===== src/rtl/arch_regfile_param.sv =====
// rtl/arch_regfile_param.sv - parameterized architectural register file with per-register ready scoreboard
// Registered multi-port reads with write-back bypass, hold/flush pipeline control and source-ready detection.
module arch_regfile_param #(
   parameter  int XLEN     = 32,
   parameter  int NUM_REGS = 32,
   parameter  int NUM_RD   = 2,
   localparam int AW       = $clog2(NUM_REGS)
) (
   input  logic                   clk,
   input  logic                   reset,
   input  logic [NUM_RD-1:0]      rd_en,
   input  logic [NUM_RD*AW-1:0]   rd_addr,
   output logic [NUM_RD*XLEN-1:0] rd_data,
   output logic [NUM_RD-1:0]      rd_valid,
   input  logic                   wb_en,
   input  logic [AW-1:0]          wb_addr,
   input  logic [XLEN-1:0]        wb_data,
   input  logic                   inv_en,
   input  logic [AW-1:0]          inv_addr,
   input  logic                   uop_valid,
   input  logic                   hold,
   input  logic                   flush,
   output logic                   source_not_ready
);

   logic [NUM_REGS-1:0][XLEN-1:0] regs_q, regs_d;
   logic [NUM_REGS-1:0]           valid_q, valid_d;
   logic [NUM_RD-1:0][XLEN-1:0]   rd_data_q, rd_data_d;
   logic [NUM_RD-1:0]             rd_valid_q, rd_valid_d;
   logic [NUM_RD-1:0]             rd_en_q, rd_en_d;
   logic                          uop_valid_q, uop_valid_d;
   logic                          wb_hit, inv_hit;

   assign wb_hit  = wb_en && (wb_addr != '0);
   assign inv_hit = inv_en && (inv_addr != '0);

   // Priority: write sets ready, invalidation clears it, flush overrides both.
   always_comb begin
      regs_d  = regs_q;
      valid_d = valid_q;
      if (wb_hit) begin
         regs_d[wb_addr]  = wb_data;
         valid_d[wb_addr] = 1'b1;
      end
      if (inv_hit) begin
         valid_d[inv_addr] = 1'b0;
      end
      if (flush) begin
         valid_d = '1;
      end
      regs_d[0]  = '0;
      valid_d[0] = 1'b1;
   end

   always_comb begin
      rd_data_d   = rd_data_q;
      rd_valid_d  = rd_valid_q;
      rd_en_d     = rd_en_q;
      uop_valid_d = uop_valid_q;
      if (!hold) begin
         rd_en_d     = rd_en;
         uop_valid_d = uop_valid;
         for (int i = 0; i < NUM_RD; i++) begin
            if (!rd_en[i]) begin
               rd_valid_d[i] = 1'b0;
            end else if (wb_hit && (wb_addr == rd_addr[i*AW +: AW])) begin
               rd_data_d[i]  = wb_data;
               rd_valid_d[i] = 1'b1;
            end else begin
               rd_data_d[i]  = regs_q[rd_addr[i*AW +: AW]];
               rd_valid_d[i] = valid_q[rd_addr[i*AW +: AW]];
            end
         end
      end
   end

   always_ff @(posedge clk or negedge reset) begin
      if (!reset) begin
         regs_q      <= '0;
         valid_q     <= '1;
         rd_data_q   <= '0;
         rd_valid_q  <= '0;
         rd_en_q     <= '0;
         uop_valid_q <= 1'b0;
      end else begin
         regs_q      <= regs_d;
         valid_q     <= valid_d;
         rd_data_q   <= rd_data_d;
         rd_valid_q  <= rd_valid_d;
         rd_en_q     <= rd_en_d;
         uop_valid_q <= uop_valid_d;
      end
   end

   assign rd_data          = rd_data_q;
   assign rd_valid         = rd_valid_q;
   assign source_not_ready = uop_valid_q && (|(rd_en_q & ~rd_valid_q));

endmodule


===== config.mk =====
export PLATFORM = sky130hd
export DESIGN_NAME = arch_regfile_param
export DESIGN_NICKNAME = d
export VERILOG_FILES = /design/src/rtl/arch_regfile_param.sv
export SDC_FILE = /design/constraint.sdc
export NUM_CORES = 2
export LEC_CHECK = 0
export ABC_CLOCK_PERIOD_IN_PS = 2200
export CORE_MARGIN = 8
export CORE_UTILIZATION = 25
export CTS_BUF_LIST = sky130_fd_sc_hd__clkbuf_8
export CTS_CLUSTER_SIZE = 25
export DETAILED_ROUTE_END_ITERATION = 16
export DONT_BUFFER_PORTS = 1
export GPL_TIMING_DRIVEN = 1
export PLACE_DENSITY = 0.5
export SKIP_CTS_REPAIR_TIMING = 1
export SLEW_MARGIN = 25
export SYNTH_ARGS = -nofsm -noshare
export SYNTH_HDL_FRONTEND = slang
export SYNTH_SLANG_ARGS = --single-unit

===== constraint.sdc =====
create_clock -name clk -period 2.2 [get_ports clk]
set_input_delay 0.11 -clock clk [delete_from_list [all_inputs] [get_ports clk]]
set_output_delay 0.11 -clock clk [all_outputs]
set_load 0.005 [all_outputs]

==> results_dict.tcl <==
set metrics [dict create \
    status "finished with violations" \
    violations "negative hold slack, negative setup slack" \
    grt_pass1_vias 40400 \
    dp_hpwl_um 121000 \
    ios 128 \
    synth_edf_count 0 \
    most-common-layout-cells "1099 x mux2_2, 1061 x dfrtp_1, 353 x mux4_2" \
    fin_cells 7638 \
    areaGrowthSynthToFinish_pct 20.5 \
    wl_um 228000 \
    start_util_pct 25.0 \
    cp_cell_sequence "dlygate4sd3_1 > mux4_2 > mux2i_1 > nand2_1 > o311ai_0 > a21oi_1" \
    synth_seq_area_share_pct 47.1 \
    syn_nets 4267 \
    place.gp.congestion 0.795 \
    critPathMaxFanout 218 \
    timing.hold.ws_ps -916 \
    tritoncts "built" \
    layout_commonest_cell "mux2_2" \
    finalCritPeriodShare_pct 106 \
    ys_types 44 \
    path_clk_slew_ps 60 \
    critPathTopFamily "buffers and inverters" \
    crit_arrival_ps 3140 \
    met3_length_um 15500 \
    vias 40400 \
    core-area_mm2 0.232 \
    num_rows 177 \
    portBuffers 0 \
    cts-root-buf "clkbuf_8" \
    critPathLaunchType "input pin" \
    htreeDepth 4 \
    grt_max_degree 273 \
    leakage_nw 29.2 \
    cts_made_buffers 176 \
    place_inst 6983 \
    highest_layer "met5" \
    drt_pass1_iterations 5 \
    timing.final.ws_setup_ps -126 \
    insertion_delay_ps 950 \
    crit_type "in2reg" \
    syn_inst 4206 \
    syn_area_per_cell_um2 13.8 \
    wirelength_met1_um 91600 \
    slowest_stage "dlygate4sd3_1" \
    vdd_ir_drop_max_mv 0.504 \
    viasPerCell 5.29 \
    power_mw 58.0 \
    postRouteAntennaNets 0 \
    cts_buffer_depth 3 \
    setup-violations-final 27 \
    max_stage_delay_ps 1220 \
    dieArea_mm2 0.248 \
    ys.flop_type "dfrtp_1" \
    slew_viol_final 0 \
    avgRoutedWirePerCell_um 29.8 \
    ys_async_sr_fraction_pct 100 \
    required_ps 3010 \
    hp-class "in2async" \
    grt_overflow 0 \
    antenna_found_initial 16 \
    drcViolationCount 0 \
    drtIter0Drc 3497 \
    synthesis.area_mm2 0.0581 \
    worst_pin_slew_ps 1330 \
    route.met2.wl_um 108000 \
    final_nets 4505 \
    grt_pass1_wl_um 304000 \
    final.setup_skew_ps 75.0 \
    die_width_um 498 \
    grtUsageTotal_pct 16.5 \
    timing.final.hold_violations 272 \
    yosysWarnings 0 \
    die_h_um 498 \
    p_per_area_mw_per_mm2 829 \
    end_kind "flip-flop" \
    cts.sinks 1092 \
    post-route-min-period_ps 2330 \
    drv_cap 0 \
    layout-drive-gt1-share_pct 44.1 \
    relSlewSlack_pct 11.2 \
    worst-path-buf-inv 1 \
    synth-seq-cells 1092 \
    fmax_ghz 0.430 \
]
-- final timing paths --
kind	startpoint	endpoint	slack, ps	cells after the start
worst max-delay path	rd_addr[5]	rd_data[38]	-130	6
worst min-delay path	reset	rd_data[51]	-920	2
worst max register to register	regs_q[916]	rd_data[52]	40	6
worst min register to register	rd_en_q[1]	rd_en_q[1]	500	2
max in group asynchronous	reset	regs_q[641]	270	7
min in group clk	rd_addr[2]	rd_data[28]	0	4
-- routing by layer --
layer / up-vias / GRT usage (%)
met5: - / 0
met4: 6 / 6.27
met3: 546 / 4.07
met2: 1568 / 27.7
met1: 21700 / 20.4
li1: 16600 / -
-- worst register-to-register path, cell delays in order (launching register included) --
cell and delay, ps:
dfrtp_1 400, mux2i_1 140, dlygate4sd3_1 610, nand2_1 60
a31oi_1 150, dlygate4sd3_1 580, a31oi_1 100
-- through the flow --
stage	TNS [ps]	hold WS (ps)	setup WS (ps)	util, %	cell area (µm²)
floorplan	0	-186	343	-	58100
global placement	-250330	-178	-655	26.9	62300
detailed placement	-45480	-178	-369	26.9	62400
CTS	0	-1250	224	28.5	66100
global route	-189	-957	-31.5	30.2	69900
finish	-610	-916	-126	30.2	69900
-- sequential cells by signal, indices dropped and copies added (netlist names) --
signal	count
rd_valid	2
rd_data	64
valid_q	31
uop_valid_q	1
rd_en_q	2
regs_q	992
-- cells by family (layout without fill, tap and decap cells) --
group                     count (synthesis)  count (layout)  synth area share, %
muxes                                  1731            1731                 39.8
AOI/OAI and AO/OA                       490             490                 5.95
buffers and inverters                   445             826                 3.44
xor gates and xnor gates                 10              10                0.151
other                                     0               8                    0
and+or+nand+nor                         438             438                 3.51
DFF                                    1092            1092                 47.1
-- synthesized netlist by cell type (all sizes together) (43+ instances only) --
cell	count	area, µm²
a211oi	48	360
a21oi	67	335
a22oi	62	465
a31oi	48	300
buf	236	1210
clkbuf	205	769
dfrtp	1061	26600
mux2	1099	12400
mux2i	279	2790
mux4	353	7950
nand2	112	420
nand2b	43	269
nor2	146	548
nor2b	50	313
o22ai	144	901
o311ai	50	453
-- where the power goes --
part / internal, mW / total, mW / switching [mW] / leakage (nW)
Combinational: 7.59 / 12.2 / 4.59 / 13.3
Sequential: 23.9 / 27.0 / 3.11 / 13.8
Clock: 9.86 / 18.8 / 8.93 / 2.12
-- cell type report --
class / count / area (µm²)
Clock inverter: 95 / 614
Multi-Input combinational cell: 2669 / 29000
Fill cell: 23100 / 162000
Inverter: 4 / 15.0
Clock buffer: 226 / 3110
Sequential cell: 1092 / 27400
Antenna cell: 8 / 20.0
Tap cell: 3043 / 3810
Timing Repair Buffer: 501 / 6010
Power figures use the tool's default switching activity.
